## src/rtl/seq_multplr_param_if.sv

```systemverilog
// Handshake/data bundle for seq_multplr_param: start/operands in, busy/done/product out.
interface seq_multplr_param_if #(
  parameter int WIDTH = 8
);
  logic               start;
  logic               sgn;
  logic [WIDTH-1:0]   a;
  logic [WIDTH-1:0]   b;
  logic               busy;
  logic               done;
  logic [2*WIDTH-1:0] p;

  modport master (output start, sgn, a, b, input busy, done, p);
  modport slave  (input start, sgn, a, b, output busy, done, p);
endinterface

```

## src/rtl/seq_multplr_param.sv

```systemverilog
// Sequential shift-add multiplier (unsigned or two's-complement) with start/done handshake.
// Optional macro SEQ_MULTPLR_EARLY_DONE_EN finishes as soon as no multiplicand bits remain.
module seq_multplr_param #(
  parameter int WIDTH = 8
) (
  input  logic               clk,
  input  logic               clr_n,
  seq_multplr_param_if.slave bus
);
  localparam int PW = 2 * WIDTH;
  localparam int CW = (WIDTH > 2) ? $clog2(WIDTH) : 1;
  localparam logic [CW-1:0] LAST_CNT = CW'(WIDTH - 1);

  typedef enum logic {IDLE = 1'b0, RUN = 1'b1} state_t;

  state_t          state_q, state_d;
  logic [PW-1:0]   a_reg, acc, p_reg, t;
  logic [WIDTH-1:0] b_reg;
  logic [CW-1:0]   cnt;
  logic            sgn_reg;
  logic            done_reg;
  logic            last;
  logic            finish;

  // Partial-product step; the MSB of a signed multiplicand carries negative weight.
  always_comb begin
    // NOTE: every signal gets a default first so no path leaves it unassigned (no latch).
    t = acc;
    if (b_reg[0]) begin
      if (sgn_reg && (cnt == LAST_CNT)) t = acc - a_reg;
      else                              t = acc + a_reg;
    end
  end

`ifdef SEQ_MULTPLR_EARLY_DONE_EN
  assign last = (cnt == LAST_CNT) || ((b_reg >> 1) == '0);
`else
  assign last = (cnt == LAST_CNT);
`endif

  // State register.
  always_ff @(posedge clk or negedge clr_n) begin
    // NOTE: sequential state uses non-blocking assignments so all flops update together.
    if (!clr_n) state_q <= IDLE;
    else        state_q <= state_d;
  end

  // Next-state logic.
  always_comb begin
    state_d = state_q;
    unique case (state_q)
      IDLE:    if (bus.start) state_d = RUN;
      RUN:     if (last)      state_d = IDLE;
      default: state_d = IDLE;
    endcase
  end

  // Output decode; done itself is registered below so outputs stay input-independent.
  always_comb begin
    bus.busy = (state_q == RUN);
    finish   = (state_q == RUN) && last;
  end

  // Datapath.
  always_ff @(posedge clk or negedge clr_n) begin
    // NOTE: every register here is reset so an aborted operation leaves no stale state.
    if (!clr_n) begin
      a_reg    <= '0;
      b_reg    <= '0;
      acc      <= '0;
      cnt      <= '0;
      sgn_reg  <= 1'b0;
      p_reg    <= '0;
      done_reg <= 1'b0;
    end else begin
      done_reg <= finish;
      if (state_q == IDLE) begin
        if (bus.start) begin
          a_reg   <= {{WIDTH{bus.a[WIDTH-1] & bus.sgn}}, bus.a};
          b_reg   <= bus.b;
          sgn_reg <= bus.sgn;
          acc     <= '0;
          cnt     <= '0;
        end
      end else begin
        acc   <= t;
        a_reg <= a_reg << 1;
        b_reg <= b_reg >> 1;
        cnt   <= cnt + 1'b1;
        if (finish) p_reg <= t;
      end
    end
  end

  assign bus.done = done_reg;
  assign bus.p    = p_reg;
endmodule

```

## src/flat_wrapper.sv

```systemverilog
// flat-port wrapper written by rule: the top's interface ports become plain ports
module seq_multplr_param_flat 
#(
  parameter int WIDTH = 8
)
  (clk, clr_n, bus_start, bus_sgn, bus_a, bus_b, bus_busy, bus_done, bus_p);
  seq_multplr_param_if #(.WIDTH(WIDTH)) bus_i ();
  input  logic clk;
  input  logic clr_n;
  input wire logic [$bits(bus_i.start)-1:0] bus_start;
  input wire logic [$bits(bus_i.sgn)-1:0] bus_sgn;
  input wire logic [$bits(bus_i.a)-1:0] bus_a;
  input wire logic [$bits(bus_i.b)-1:0] bus_b;
  output wire logic [$bits(bus_i.busy)-1:0] bus_busy;
  output wire logic [$bits(bus_i.done)-1:0] bus_done;
  output wire logic [$bits(bus_i.p)-1:0] bus_p;
  assign bus_i.start = bus_start;
  assign bus_i.sgn = bus_sgn;
  assign bus_i.a = bus_a;
  assign bus_i.b = bus_b;
  assign bus_busy = bus_i.busy;
  assign bus_done = bus_i.done;
  assign bus_p = bus_i.p;
  seq_multplr_param #(.WIDTH(WIDTH)) u_core (.clk(clk), .clr_n(clr_n), .bus(bus_i));
endmodule
```

## config.mk

```make
export PLATFORM = sky130hd
export DESIGN_NAME = seq_multplr_param_flat
export DESIGN_NICKNAME = d
export VERILOG_FILES = /design/src/rtl/seq_multplr_param_if.sv /design/src/rtl/seq_multplr_param.sv /design/src/flat_wrapper.sv
export SDC_FILE = /design/constraint.sdc
export NUM_CORES = 1
export LEC_CHECK = 0
export ABC_AREA = 1
export CAP_MARGIN = 0
export CORE_AREA = 2 2 98 100
export DETAILED_ROUTE_END_ITERATION = 10
export DIE_AREA = 0 0 100 102
export PLACE_DENSITY = 0.72
export SLEW_MARGIN = 20
export SYNTH_ARGS = -nofsm -noshare
export SYNTH_HDL_FRONTEND = slang
export SYNTH_SLANG_ARGS = --single-unit
```

## constraint.sdc

```tcl
create_clock -name clk -period 6.65 [get_ports clk]
set_input_delay 1.33 -clock clk [delete_from_list [all_inputs] [get_ports clk]]
set_output_delay 1.33 -clock clk [all_outputs]
set_load 0.005 [all_outputs]
```

# Word level (Yosys, flattened, before mapping)
# Cells that the tools add are included.
dict set report op_classes {
  eq_ne 1
  bitwise_logic 2
  n_mux 13
  reduce_logical 5
  n_addsub 3
}
# op n
set op_table {}
lappend op_table {{two-way mux 16 bit} 6}
lappend op_table {{adder 16 bit} 1}
lappend op_table {{two-way mux 8 bit} 2}
lappend op_table {{subtractor 16 bit} 1}
lappend op_table {{two-way mux 3 bit} 2}
lappend op_table {{AND reduction 2 bit} 2}
lappend op_table {{adder 3 x 1 -> 3 bit (second input constant)} 1}
lappend op_table {{equality test 3 bit (second input constant)} 1}
lappend op_table {{logical AND 1 bit} 2}
lappend op_table {{two-way mux 1 bit} 2}
lappend op_table {{case mux 1 bit (2 select lines)} 1}
lappend op_table {{nonzero test 2 bit} 1}
lappend op_table {{bitwise AND 1 bit} 1}
lappend op_table {{NOT 1 bit} 1}
dict set report totals {
  output_inout_bits 18
  inputBits 20
  register_bits 62
}

# Logic depth before layout (Yosys ltp)
dict set report logic_depth {
  depth_word 5
  mapped_depth 25
}

# Least setup slack after synthesis
# Ideal clock, no wire load.
dict set report synth_path {
  kind {register to register}
  start {reg u_core.cnt[0]}
  end {reg u_core.p_reg[15], in the netlist u_core.bus.p[15]}
  setup_time_ns 0.117
  arrival_time_ns 2.553
  period_less_slack_ns 2.669
  required_ns 6.533
  path_slack_ns 3.981
  path_stages_with_launch 20
  n_path_buf 1
  cell_sequence {dfrtp_1 ha_1 ha_1 nand2_1 buf_2 inv_1 a31oi_1 xor2_1 inv_1 ha_1 nand2_1 nor2_1 and2_1 nand2_1 nand2_1 nand3_1 nand4_1 nand2_1 nand2_1 nand2_1}
}
dict set report synth_between {
  elab_chain_len 4
}
# element line
set synth_rtl {}
lappend synth_rtl {{start: declaration} seq_multplr_param.sv:19} ;# logic [CW-1:0] cnt;
lappend synth_rtl {{start signal: assignment} seq_multplr_param.sv:89} ;# cnt <= cnt + 1'b1;
lappend synth_rtl {{equality test 3 bit *} {seq_multplr_param.sv:30, seq_multplr_param.sv:38}}
lappend synth_rtl {{logical AND 1 bit} seq_multplr_param.sv:30} ;# if (sgn_reg && (cnt == LAST_CNT)) t = acc - a_reg;
lappend synth_rtl {{two-way mux 16 bit} seq_multplr_param.sv:30}
lappend synth_rtl {{two-way mux 16 bit} seq_multplr_param.sv:29} ;# if (b_reg[0]) begin
lappend synth_rtl {{end signal: assignment} seq_multplr_param.sv:90} ;# if (finish) p_reg <= t;
lappend synth_rtl {{end: declaration} seq_multplr_param.sv:17} ;# logic [PW-1:0] a_reg, acc, p_reg, t;
# Every way passes the cells marked *; elsewhere a longest branch is shown, timed or not.
# A chain may end at the register's enable or synchronous reset.

# Worst setup path in the final report
dict set report layout_path {
  start {reg u_core.cnt[0]}
  end {reg u_core.acc[15]}
}
dict set report layout_between {
  elab_chain_len 5
}
# element line
set layout_rtl {}
lappend layout_rtl {{equality test 3 bit} seq_multplr_param.sv:30}
lappend layout_rtl {{logical AND 1 bit} seq_multplr_param.sv:30}
lappend layout_rtl {{two-way mux 16 bit} seq_multplr_param.sv:30}
lappend layout_rtl {{two-way mux 16 bit} seq_multplr_param.sv:29}
lappend layout_rtl {{two-way mux 16 bit} seq_multplr_param.sv:77} ;# if (state_q == IDLE) begin
lappend layout_rtl {{end signal: assignment} seq_multplr_param.sv:86} ;# acc <= t;
lappend layout_rtl {{end: declaration} seq_multplr_param.sv:17}
# No other way between the ends.

==> flow_summary.json <==
{
  "drive_above_1_share_pct": 6.45,
  "reg2reg_depth": 18,
  "synthesis.nets": 524,
  "clk_latency_ns": 0.35,
  "crit_chain": "ha_1 > ha_1 > nand2_1 > inv_1 > a31oi_1 > xor2_1 > inv_1 > ha_1 > nand2_1 > nor2_1 > and2_1 > nand2_1 > nand2_1 > nand3_1 > nand4_1 > nand2_1 > nand2_1 > nand2_1",
  "yosysSeqAreaShare_pct": 41.5,
  "postCtsHoldBufs": 0,
  "first_iter_violations": 95,
  "status": "completed",
  "crit_top_cell": "nand2_1",
  "crit_fanout": 11,
  "r2r-end": "u_core.acc[15]",
  "track_usage_pct": 18.6,
  "critPathCaptureType": "flop",
  "antenna_found_initial": 0,
  "synth_flop_cell": "dfrtp_1",
  "clkSinkCount": 62,
  "insertedDiodeCount": 0,
  "finalHoldViolCount": 0,
  "timing.rr.start": "u_core.cnt[0]",
  "min_period_over_period_pct": 47.3,
  "synth.avg_cell_area_um2": 7.70,
  "setup_viol_count_final": 0,
  "path_clk_slew_ns": 0.06,
  "vias": 3246,
  "cts.path.max_buffers": 2,
  "startpoint": "u_core.cnt[0]",
  "numPortBuffers": 37,
  "cts_tree": "built",
  "placedInstanceArea_mm2": 0.00421,
  "synth_warnings": 0,
  "tightest_slew_ns": 0.784,
  "crit_required_ns": 6.88,
  "fin_skew_ns": 0.00529,
  "cap_violations": 0,
  "row_count": 35,
  "cpPeakStageDelay_ns": 0.40,
  "dp_hpwl_mm": 6.13,
  "arrival_ns": 3.38,
  "nets": 561,
  "critPathKind": "reg2reg",
  "area_growth_pct": 18.3,
  "ant_nets": 0,
  "htreeDepth": 3,
  "worstSetupStartpointType": "flop",
  "viasPerCell": 5.09,
  "ios": 38,
  "die_y_um": 102,
  "cts_resized": 0,
  "gp_congestion": 0.920,
  "netlist-cell-type-count": 40,
  "drcViolationCount": 0,
  "core_mm2": 0.00911,
  "final_area_mm2": 0.00442,
  "fill_cells": 922,
  "wl_per_cell_um": 13.3,
  "fmax_ghz": 0.318,
  "syn-cell-area_mm2": 0.00374,
  "grt_max_degree": 63,
  "fp.dieArea_mm2": 0.0102,
  "worstHoldPathType": "reg2reg",
  "synth_edf_count": 0,
  "async_flop_share_pct": 100,
  "cts_setup_buffers": 0,
  "root_buffer": "clkbuf_8",
  "rrSetupSlack_ns": 3.51,
  "slew_violations": 0,
  "die_x_um": 100,
  "grt_pass1_wl_mm": 14.9,
  "grt_pass1_vias": 3179,
  "start_util_pct": 41.0,
  "rsz0062_at_grt": "false",
  "synth-seq-cells": 62,
  "relSlewSlack_pct": 47.8,
  "min_period_ns": 3.14,
  "drt-total-wl_mm": 8.46,
  "grt_overflow_total": 0,
  "cts_made_buffers": 9,
  "fin_util_pct": 48.5,
  "setup_tns_ns": 0,
  "synthCells": 485,
  "first_pass_iters": 5,
  "critPathCapture": "u_core.acc[15]",
  "critPathSlowestCell": "dfrtp_1"
}
## Yosys cell counts, drive strengths merged (2+ instances only)
master / instances / share of area [%]
o221ai: 10 / 2.3
a22o: 2 / 0.47
dfrtp: 62 / 42
nand4: 3 / 0.50
ha: 18 / 6.0
nand3: 39 / 5.2
xor2: 15 / 3.5
a21oi: 12 / 1.6
nor3: 4 / 0.80
nor2: 31 / 3.4
a21o: 3 / 0.60
o21bai: 4 / 0.90
inv: 53 / 5.3
or2: 8 / 1.3
clkbuf: 13 / 1.4
nand2: 150 / 15
o211ai: 5 / 1.0
buf: 2 / 0.33
o21ai: 31 / 4.3
a22oi: 2 / 0.40
o31ai: 2 / 0.40
a31oi: 2 / 0.33
o22ai: 4 / 0.67
xnor2: 5 / 1.2
## layout make-up
| type | count | area [µm²] | share of cell area, % |
|---|---|---|---|
| multi-input combinational | 354 | 1920 | 43.4 |
| sequential | 62 | 1550 | 35.1 |
| timing repair buffer | 41 | 395 | 8.94 |
| inverter | 54 | 203 | 4.59 |
| clock buffer | 12 | 145 | 3.28 |
| tap | 111 | 139 | 3.14 |
| clock inverter | 4 | 70.1 | 1.59 |
## kinds of logic (layout without fill, tap and decap cells)
| group | after synthesis | count (layout) | share of synthesized area, % |
|---|---|---|---|
| adders and majority gates | 19 | 19 | 6.56 |
| DFF | 62 | 62 | 41.5 |
| and+or+nand+nor | 237 | 237 | 26.8 |
| AOI/OAI and AO/OA | 77 | 77 | 13.0 |
| muxes | 1 | 1 | 0.268 |
| xor gates and xnor gates | 20 | 20 | 4.69 |
| buffers and inverters | 69 | 111 | 7.17 |
## stage by stage
stage	worst slack, ns	std cells	hold slack [ns]
floorplan	3.98	485	0.449
global placement	3.64	622	0.462
detailed placement	3.55	622	0.466
CTS	3.53	638	0.483
global route	3.14	638	0.519
finish	3.51	638	0.478
## cell usage in the layout, fill, tap and decap left out, types with 3 or more instances in the layout
cell             count
o21ai_1              6
or2_2                6
a21oi_1             12
o21ai_0             24
nand3_1             39
o221ai_1            10
nor2_1              29
dfrtp_1             62
clkdlybuf4s50_1     36
ha_1                18
nand4_1              3
a21o_1               3
clkbuf_8            10
inv_1               52
o21bai_1             3
o211ai_1             5
nand2_1            148
buf_4                4
xor2_1              15
xnor2_1              5
o22ai_1              4
## per-layer routing
metal	track usage, %	up-vias	share of wire, %
met5	0	-	0
met4	8.85	0	2.7
met3	2.94	13	3.7
met2	30.7	68	45
met1	24.2	1498	48
li1	-	1667	-
## worst max-delay path, delay by kind of cell, from the launching register on
kind / cells / cell delay [ns]
AO/OA/AOI/OAI: 1 / 0.24
AND/OR/NAND/NOR: 11 / 1.19
adder cells (fa/ha/maj): 3 / 0.77
buffers and inverters: 2 / 0.26
XOR/XNOR: 1 / 0.17
flip-flops: 1 / 0.40
## how the worst min path moves through the flow
| stage | start | depth (start not counted) | end |
|---|---|---|---|
| after CTS | u_core.bus.p[8] | 2 | u_core.bus.p[8] |
| after detailed placement | u_core.bus.p[8] | 2 | u_core.bus.p[8] |
| after floorplan | u_core.sgn_reg | 2 | u_core.sgn_reg |
| after global routing | u_core.bus.p[4] | 2 | u_core.bus.p[4] |
| after global placement | u_core.bus.p[12] | 2 | u_core.bus.p[12] |
| final | u_core.bus.p[9] | 2 | u_core.bus.p[9] |
Power is not shown: default switching activity piles up to over one toggle a cycle in this logic, so the estimate is an artifact.
